[src/rtl/mem_port_arbiter_if.sv]
// Bus bundle for mem_port_arbiter: two requester channels plus the shared memory port.
//   slave  : the arbiter's view (takes requests and mem_ack, drives grants, done/err and the memory port)
//   master : the environment's view (drives requests and mem_ack, observes everything else)
interface mem_port_arbiter_if;
    localparam int unsigned ADDR_W = 32;
    localparam int unsigned DATA_W = 32;

    // Requester side
    logic              req_0;
    logic              req_1;
    logic [ADDR_W-1:0] addr_0;
    logic [ADDR_W-1:0] addr_1;
    logic [DATA_W-1:0] wdata_0;
    logic [DATA_W-1:0] wdata_1;
    logic              we_0;
    logic              we_1;
    logic              gnt_0;
    logic              gnt_1;
    logic              done_0;
    logic              done_1;
    logic              err;

    // Memory side
    logic              sel;
    logic              mem_req;
    logic [ADDR_W-1:0] mem_addr;
    logic [DATA_W-1:0] mem_wdata;
    logic              mem_we;
    logic              mem_ack;

    modport slave (
        input  req_0, req_1, addr_0, addr_1, wdata_0, wdata_1, we_0, we_1, mem_ack,
        output gnt_0, gnt_1, done_0, done_1, err, sel, mem_req, mem_addr, mem_wdata, mem_we
    );

    modport master (
        output req_0, req_1, addr_0, addr_1, wdata_0, wdata_1, we_0, we_1, mem_ack,
        input  gnt_0, gnt_1, done_0, done_1, err, sel, mem_req, mem_addr, mem_wdata, mem_we
    );
endinterface

[src/rtl/mem_port_arbiter.sv]
// Two-requester round-robin arbiter for a single memory port with a per-access timeout.
// Ports:
//   clk    : clock, rising edge
//   rst_n  : asynchronous active-low reset
//   bus    : mem_port_arbiter_if.slave -- requests/addr/wdata/we from two requesters,
//            registered gnt/done/err/sel/mem_req, mem_addr/mem_wdata/mem_we muxed by sel,
//            mem_ack from memory
// A transaction runs IDLE -> BUSY -> DONE -> IDLE; BUSY ends on mem_ack or after TIMEOUT
// cycles without it (err=1 alongside the done pulse).
module mem_port_arbiter #(
    parameter int unsigned TIMEOUT = 16
) (
    input  logic                clk,
    input  logic                rst_n,
    mem_port_arbiter_if.slave   bus
);

    localparam int unsigned CNT_W = 8;
    localparam logic [CNT_W-1:0] CNT_LAST = CNT_W'(TIMEOUT - 1);

    typedef enum logic [1:0] {
        IDLE = 2'd0,
        BUSY = 2'd1,
        DONE = 2'd2
    } state_e;

    state_e           state_q;
    state_e           state_d;
    logic [CNT_W-1:0] cnt_q;
    logic [CNT_W-1:0] cnt_d;
    logic             last_grant_q;
    logic             last_grant_d;
    logic             sel_d;
    logic             gnt_0_d;
    logic             gnt_1_d;
    logic             done_0_d;
    logic             done_1_d;
    logic             err_d;
    logic             mem_req_d;
    logic             winner_c;

    // Lone requester wins; on a tie the one not granted last time wins
    assign winner_c = (bus.req_0 && bus.req_1) ? ~last_grant_q : bus.req_1;

    // Memory-side data path follows the registered select
    assign bus.mem_addr  = bus.sel ? bus.addr_1  : bus.addr_0;
    assign bus.mem_wdata = bus.sel ? bus.wdata_1 : bus.wdata_0;
    assign bus.mem_we    = bus.mem_req & (bus.sel ? bus.we_1 : bus.we_0);

    // Next-state and next-output logic
    always_comb begin
        state_d      = state_q;
        cnt_d        = cnt_q;
        last_grant_d = last_grant_q;
        sel_d        = bus.sel;
        gnt_0_d      = 1'b0;
        gnt_1_d      = 1'b0;
        done_0_d     = 1'b0;
        done_1_d     = 1'b0;
        err_d        = 1'b0;
        mem_req_d    = 1'b0;

        unique case (state_q)
            IDLE: begin
                if (bus.req_0 || bus.req_1) begin
                    state_d      = BUSY;
                    sel_d        = winner_c;
                    last_grant_d = winner_c;
                    gnt_0_d      = ~winner_c;
                    gnt_1_d      = winner_c;
                    mem_req_d    = 1'b1;
                    cnt_d        = '0;
                end
            end
            BUSY: begin
                // mem_ack outranks a timeout landing on the same cycle
                if (bus.mem_ack || (cnt_q == CNT_LAST)) begin
                    state_d  = DONE;
                    done_0_d = ~bus.sel;
                    done_1_d = bus.sel;
                    err_d    = ~bus.mem_ack;
                    cnt_d    = '0;
                end else begin
                    cnt_d     = cnt_q + CNT_W'(1);
                    mem_req_d = 1'b1;
                    gnt_0_d   = ~bus.sel;
                    gnt_1_d   = bus.sel;
                end
            end
            DONE: begin
                state_d = IDLE;
            end
            default: begin
                state_d = IDLE;
                cnt_d   = '0;
            end
        endcase
    end

    // State and registered outputs
    always_ff @(posedge clk or negedge rst_n) begin
        if (!rst_n) begin
            state_q      <= IDLE;
            cnt_q        <= '0;
            last_grant_q <= 1'b1;
            bus.sel      <= 1'b0;
            bus.gnt_0    <= 1'b0;
            bus.gnt_1    <= 1'b0;
            bus.done_0   <= 1'b0;
            bus.done_1   <= 1'b0;
            bus.err      <= 1'b0;
            bus.mem_req  <= 1'b0;
        end else begin
            state_q      <= state_d;
            cnt_q        <= cnt_d;
            last_grant_q <= last_grant_d;
            bus.sel      <= sel_d;
            bus.gnt_0    <= gnt_0_d;
            bus.gnt_1    <= gnt_1_d;
            bus.done_0   <= done_0_d;
            bus.done_1   <= done_1_d;
            bus.err      <= err_d;
            bus.mem_req  <= mem_req_d;
        end
    end

endmodule

[src/flat_wrapper.sv]
// flat-port wrapper written by rule: the top's interface ports become plain ports
module mem_port_arbiter_flat 
#(
    parameter int unsigned TIMEOUT = 16
)
  (clk, rst_n, bus_req_0, bus_req_1, bus_addr_0, bus_addr_1, bus_wdata_0, bus_wdata_1, bus_we_0, bus_we_1, bus_mem_ack, bus_gnt_0, bus_gnt_1, bus_done_0, bus_done_1, bus_err, bus_sel, bus_mem_req, bus_mem_addr, bus_mem_wdata, bus_mem_we);
  mem_port_arbiter_if bus_i ();
  input  logic clk;
  input  logic rst_n;
  input wire logic [$bits(bus_i.req_0)-1:0] bus_req_0;
  input wire logic [$bits(bus_i.req_1)-1:0] bus_req_1;
  input wire logic [$bits(bus_i.addr_0)-1:0] bus_addr_0;
  input wire logic [$bits(bus_i.addr_1)-1:0] bus_addr_1;
  input wire logic [$bits(bus_i.wdata_0)-1:0] bus_wdata_0;
  input wire logic [$bits(bus_i.wdata_1)-1:0] bus_wdata_1;
  input wire logic [$bits(bus_i.we_0)-1:0] bus_we_0;
  input wire logic [$bits(bus_i.we_1)-1:0] bus_we_1;
  input wire logic [$bits(bus_i.mem_ack)-1:0] bus_mem_ack;
  output wire logic [$bits(bus_i.gnt_0)-1:0] bus_gnt_0;
  output wire logic [$bits(bus_i.gnt_1)-1:0] bus_gnt_1;
  output wire logic [$bits(bus_i.done_0)-1:0] bus_done_0;
  output wire logic [$bits(bus_i.done_1)-1:0] bus_done_1;
  output wire logic [$bits(bus_i.err)-1:0] bus_err;
  output wire logic [$bits(bus_i.sel)-1:0] bus_sel;
  output wire logic [$bits(bus_i.mem_req)-1:0] bus_mem_req;
  output wire logic [$bits(bus_i.mem_addr)-1:0] bus_mem_addr;
  output wire logic [$bits(bus_i.mem_wdata)-1:0] bus_mem_wdata;
  output wire logic [$bits(bus_i.mem_we)-1:0] bus_mem_we;
  assign bus_i.req_0 = bus_req_0;
  assign bus_i.req_1 = bus_req_1;
  assign bus_i.addr_0 = bus_addr_0;
  assign bus_i.addr_1 = bus_addr_1;
  assign bus_i.wdata_0 = bus_wdata_0;
  assign bus_i.wdata_1 = bus_wdata_1;
  assign bus_i.we_0 = bus_we_0;
  assign bus_i.we_1 = bus_we_1;
  assign bus_i.mem_ack = bus_mem_ack;
  assign bus_gnt_0 = bus_i.gnt_0;
  assign bus_gnt_1 = bus_i.gnt_1;
  assign bus_done_0 = bus_i.done_0;
  assign bus_done_1 = bus_i.done_1;
  assign bus_err = bus_i.err;
  assign bus_sel = bus_i.sel;
  assign bus_mem_req = bus_i.mem_req;
  assign bus_mem_addr = bus_i.mem_addr;
  assign bus_mem_wdata = bus_i.mem_wdata;
  assign bus_mem_we = bus_i.mem_we;
  mem_port_arbiter #(.TIMEOUT(TIMEOUT)) u_core (.clk(clk), .rst_n(rst_n), .bus(bus_i));
endmodule
[config.mk]
export PLATFORM = sky130hd
export DESIGN_NAME = mem_port_arbiter_flat
export DESIGN_NICKNAME = d
export VERILOG_FILES = /design/src/rtl/mem_port_arbiter_if.sv /design/src/rtl/mem_port_arbiter.sv /design/src/flat_wrapper.sv
export SDC_FILE = /design/constraint.sdc
export NUM_CORES = 1
export LEC_CHECK = 0
export BUFFER_PORTS_ARGS = -buffer_cell sky130_fd_sc_hd__buf_2
export CAP_MARGIN = 20
export CORE_AREA = 4 4 78 80
export DETAILED_ROUTE_END_ITERATION = 16
export DIE_AREA = 0 0 82 84
export PLACE_DENSITY = 0.74
export SYNTH_ARGS = -nofsm -noshare
export SYNTH_HDL_FRONTEND = slang
export SYNTH_SLANG_ARGS = --single-unit
[constraint.sdc]
create_clock -name clk -period 2.02 [get_ports clk]
set_input_delay 0.101 -clock clk [delete_from_list [all_inputs] [get_ports clk]]
set_output_delay 0.101 -clock clk [all_outputs]
set_load 0.02 [all_outputs]
# --- Yosys cells after proc, flatten, opt, wreduce, memory -nomap -nowiden ---
# Index checks and enable logic that the tools add are counted.
word_totals:
  register_bits: 18
  latch_bits: 0
  ramBits: 0
  romBits: 0
  input_bits: 135
  output_inout_bits: 72
  elab_cells: 54
  n_memories: 0
classes:
  n_addsub: 1
  mul: 0
  div: 0
  magnitude_cmp: 0
  n_eq_ne: 5
  shifts: 0
  mux: 25
  n_bitwise: 6
  reduce_logical: 7
op_table:
  columns: ["op", "n"]
  rows:
  - ["32-bit 2-to-1 mux", 2]
  - ["8-bit case mux with 3 select lines", 1]
  - ["8-bit 2-to-1 mux", 2]
  - ["1-bit 2-to-1 mux", 14]
  - ["8-bit by 1-bit adder with 8-bit output (second input constant)", 1]
  - ["8-bit by 4-bit == test with 1-bit output (second input constant)", 1]
  - ["1-bit case mux with 2 select lines", 3]
  - ["2-bit AND reduction", 3]
  - ["1-bit NOT", 5]
  - ["2-bit 2-to-1 mux", 2]
  - ["2-bit by 1-bit != test with 1-bit output (second input constant)", 2]
  - ["2-bit case mux with 2 select lines", 1]
  - ["2-bit by 1-bit == test with 1-bit output (second input constant)", 1]
  - ["2-bit == test (second input constant)", 1]
  - ["2-bit logical NOT", 1]
  - ["1-bit logical OR", 2]
  - ["1-bit AND", 1]
  - ["1-bit logical AND", 1]

# --- Logic depth before layout (Yosys ltp) ---
depth:
  depth_word: 5
  ltp_mapped: 5
  mapped_depth_nobuf: 5

# --- Worst setup path before layout ---
# OpenSTA, ideal clock, no wires.
synth_path:
  kind: "register to register"
  start: "register u_core.state_q[1]"
  end: "register u_core.cnt_q[6]"
  setup_ns: 0.074
  t_arrival_ns: 1.498
  t_required_ns: 1.946
  setup_slack_ns: 0.447
  stages_incl_launch_ff: 6
  n_path_buf: 1
  synth_period_minus_slack_ns: 1.573
  cell_sequence: "dfrtp_1 -> buf_6 -> or3b_4 -> a21o_4 -> or3_1 -> o21ai_2"
synth_via:
  elab_chain_len: 3
  word_cells_on_any_way: 7
  cone_classes: "3 x eq/ne; 1 x mux; 1 x bitwise; 2 x reduce/logical"
synth_lines:
  columns: ["element", "line", "rtl"]
  rows:
  - ["from (decl)", "mem_port_arbiter.sv:27", "state_e state_q;"]
  - ["from (signal assigned)", "mem_port_arbiter.sv:114", "state_q <= state_d;"]
  - ["2-bit logical NOT or 2-bit == test (tied branches)", "mem_port_arbiter.sv:63", "unique case (state_q)"]
  - ["2-bit by 1-bit != test with 1-bit output (no line) or 1-bit NOT (tied branches)", null, null]
  - ["2-bit AND reduction (no line)", null, null]
  - ["to (signal assigned)", "mem_port_arbiter.sv:115", "cnt_q <= cnt_d;"]
  - ["to (decl)", "mem_port_arbiter.sv:29", "logic [CNT_W-1:0] cnt_q;"]
# Several ways; a longest one is shown, not always the timed one.
# A chain may end at the register's enable or synchronous reset.

# --- Final worst setup path ---
layout_path:
  start: "register u_core.cnt_q[0]"
  end: "register u_core.cnt_q[6]"
layout_via:
  elab_chain_len: 4
  word_cells_on_any_way: 5
  cone_classes: "1 x add/sub; 1 x eq/ne; 2 x mux; 1 x reduce/logical"
layout_lines:
  columns: ["element", "line", "rtl"]
  rows:
  - ["branches (longest 2 deep; another with 8-bit by 1-bit adder with 8-bit output)", null, null]
  - ["8-bit 2-to-1 mux *", "mem_port_arbiter.sv:77", "if (bus.mem_ack || (cnt_q == CNT_LAST)) begin"]
  - ["8-bit case mux with 3 select lines *", "mem_port_arbiter.sv:63", null]
# Every way passes the cells marked *.

==> impl_metrics.json <==
{
  "crit_slowest_cell": "dfrtp_1",
  "period_needed_ps": 1672,
  "grt_pass1_wl_um": 10150,
  "synth-seq-cells": 18,
  "hp-start": "bus_req_0",
  "slew_viol_final": 0,
  "yosysWarningCount": 0,
  "rsz0062_at_grt": "no",
  "routabilityCongestion": 0.8518,
  "tns_ps": 0,
  "r2r_start": "u_core.cnt_q[0]$_DFFE_PN0P_",
  "reg2reg_to": "u_core.cnt_q[6]$_DFFE_PN0P_",
  "required_ps": 2210,
  "drive_gt1_share_pct": 80.23,
  "first_pass_iters": 4,
  "num_rows": 27,
  "irDropWorstVdd_v": 0.0006183,
  "placed_area_um2": 2708,
  "grt_usage_pct": 19.17,
  "num-nets-final": 491,
  "synth-seq-area-share_pct": 28.25,
  "cts.sinks": 18,
  "tightest_slew_ps": 519.1,
  "max_freq_mhz": 598.0,
  "path_delay_family": "simple AND/OR/NAND/NOR gates",
  "grt_max_degree": 44,
  "syn_nets": 286,
  "worstPathCellList": "ha_1 -> and4b_1 -> a21o_4 -> or3_1 -> o21ai_2",
  "fin_area_um2": 2778,
  "io_pins": 207,
  "antenna_left": 0,
  "cts-root-buf": "clkbuf_8",
  "dp.cells": 421,
  "clk_transition_reported_paths_ps": 70,
  "syn_inst": 150,
  "die_area_um2": 6888,
  "cts_tree": "yes",
  "cp_max_fo": 7,
  "area_growth_pct": 73.71,
  "portBuffers": 206,
  "syn_avg_cell_area_um2": 10.66,
  "core_um2": 5405,
  "period_share_pct": 82.78,
  "slowest_delay_ps": 420,
  "fin_cells": 428,
  "max_cap_violations": 0,
  "synth_cell_type_count": 35,
  "drt_iter0_drc": 42,
  "first_global_vias": 2097,
  "vias": 2052,
  "dieWidth_um": 82,
  "cp-end-kind": "flip-flop",
  "slew_headroom_pct": 65.13,
  "postCtsSetupBuffers": 0,
  "start_kind": "flip-flop",
  "p_leak_nw": 1.487,
  "cts_resized": 0,
  "dp.final_hpwl_um": 6271,
  "powerDensity_nw_per_um2": 1145,
  "setup_violations": 0,
  "antenna_found_initial": 9,
  "r2r_cells": 5,
  "wl_um": 7148,
  "clockBufferDepth": 2,
  "start_util_pct": 29.58,
  "syn_area_um2": 1599,
  "path_buf_inv": 0,
  "viasPerCell": 4.794,
  "grt.overflow.total": 0,
  "min_path_type": "in -> reg",
  "drc": 0,
  "die_y_um": 84,
  "hold_depth": 2,
  "reg2reg_setup_slack_ps": 350,
  "whs_endpoint": "u_core.last_grant_q$_DFFE_PN1P_",
  "arrival_ps": 1860,
  "fin_skew_ps": 5.541,
  "cts_hold_buf": 1,
  "hold_viol": 0,
  "status": "complete, no violations",
  "clkLatencyLatePin_ps": 250,
  "nFillCells": 507,
  "routedWlPerCell_um": 16.70,
  "cts_max_level": 1,
  "numCtsBuffers": 3,
  "crit_type": "reg -> reg"
}
where the power goes:
part | switching [W] | leakage [nW] | total (W) | internal (W)
Clock | 0.000120 | 0.0288 | 0.000293 | 0.000173
Sequential | 0.0000825 | 0.236 | 0.000542 | 0.000459
Combinational | 0.00129 | 1.22 | 0.00234 | 0.00105
Total | 0.00149 | 1.49 | 0.00318 | 0.00169
worst max path at each step:
stage / start / endpoint / slack [ps] / depth (start not counted)
3_5_place_dp: u_core.cnt_q[0]$_DFFE_PN0P_ / u_core.cnt_q[6]$_DFFE_PN0P_ / 370 / 5
2_1_floorplan: u_core.state_q[1]$_DFFE_PN0P_ / u_core.cnt_q[6]$_DFFE_PN0P_ / 450 / 5
4_1_cts: u_core.cnt_q[0]$_DFFE_PN0P_ / u_core.cnt_q[6]$_DFFE_PN0P_ / 360 / 5
5_1_grt: u_core.cnt_q[5]$_DFFE_PN0P_ / u_core.cnt_q[3]$_DFFE_PN0P_ / 230 / 4
3_3_place_gp: u_core.cnt_q[0]$_DFFE_PN0P_ / u_core.cnt_q[6]$_DFFE_PN0P_ / 400 / 5
6_report: u_core.cnt_q[0]$_DFFE_PN0P_ / u_core.cnt_q[6]$_DFFE_PN0P_ / 350 / 5
cell usage after synthesis:
cell	number	share of area, %
mux2_2	64	45
dfrtp_1	17	27
clkbuf_1	8	1.9
nand2_1	6	1.4
o21ai_0	5	1.6
a21oi_1	4	1.3
nor2_1	4	0.94
a22o_1	3	1.6
a31oi_1	3	1.2
nand3_1	3	0.94
nor3_1	3	0.94
a32o_1	2	1.3
and3_1	2	0.78
nor2b_1	2	0.78
o21ai_1	2	0.63
o31ai_1	2	0.94
or3_1	2	0.78
a21o_4	1	0.94
a21oi_2	1	0.55
a41oi_1	1	0.55
and2_1	1	0.39
and4b_1	1	0.63
buf_6	1	0.70
dfstp_2	1	1.6
ha_1	1	0.78
inv_1	1	0.23
mux2i_1	1	0.63
nand2b_1	1	0.39
nor3b_1	1	0.47
nor3b_2	1	0.78
nor4_1	1	0.39
o21ai_2	1	0.55
o21ba_2	1	0.63
o21bai_1	1	0.47
or3b_4	1	0.70
cell families (layout without fill, tap and decap cells):
kind of cell,after synthesis,after routing,synth area share [%]
AOI/OAI and AO/OA,27,27,12.13
adders and majority gates,1,1,0.7823
buffers and inverters,10,214,2.817
DFF,18,18,28.25
muxes,65,65,45.70
other,0,2,0
and+or+nand+nor,29,29,10.33
per-layer routing:
layer / vias up / GRT usage [%] / part of all wire [%]
met5: - / 0 / 1.4
met4: 16 / 4.532 / 1.9
met3: 26 / 12.63 / 17
met2: 136 / 32.99 / 47
met1: 896 / 18.66 / 32
li1: 978 / - / -
sequential cells by signal, indices dropped and copies added, names as in the netlist:
| register | count |
|---|---|
| u_core.bus.gnt_1 | 1 |
| u_core.bus.mem_req | 1 |
| u_core.bus.err | 1 |
| u_core.bus.gnt_0 | 1 |
| u_core.bus.done_1 | 1 |
| u_core.bus.sel | 1 |
| u_core.state_q | 2 |
| u_core.last_grant_q | 1 |
| u_core.cnt_q | 8 |
| u_core.bus.done_0 | 1 |
area by class of cell:
type	count	area, um2	area share (%)
multi-input cells	122	1102	39.68
repair buffers	209	1069	38.47
well taps	72	90.09	3.243
flip-flops and latches	18	452.9	16.31
inverters	1	3.754	0.1351
clock buffers	4	55.05	1.982
diodes	2	5.005	0.1802
placed cells by master, fill, tap and decap left out, types with 2 or more instances in the layout:
cell	instances
a21oi_1	4
a22o_1	3
a31oi_1	3
a32o_1	2
and3_1	2
buf_2	206
clkbuf_8	4
dfrtp_1	16
diode_2	2
mux2_2	64
nand2_1	6
nand3_1	3
nor2_1	4
nor2b_1	2
nor3_1	3
o21ai_0	5
o21ai_1	2
o31ai_1	2
or3_1	2
per-stage QoR:
| stage | hold slack, ps | setup WS (ps) | util [%] | total power, W |
|---|---|---|---|---|
| after floorplan | -194.6 | 447.4 | - | 0.002176 |
| after global placement | 47.19 | 403.8 | 50.09 | 0.002870 |
| after global routing | 71.07 | 231.5 | 51.34 | 0.003378 |
| after detailed placement | 49.58 | 365.9 | 50.09 | 0.002913 |
| after CTS | 49.82 | 358.9 | 51.30 | 0.003223 |
| final | 59.97 | 347.8 | 51.39 | 0.003179 |
worst register-to-register path, delay by kind of cell (launching register included):
family / cells / cell delay, ps
AOI/OAI and AO/OA: 2 / 330
adders and majority gates: 1 / 250
DFF: 1 / 420
and+or+nand+nor: 2 / 610
(Power assumes the default switching activity.)
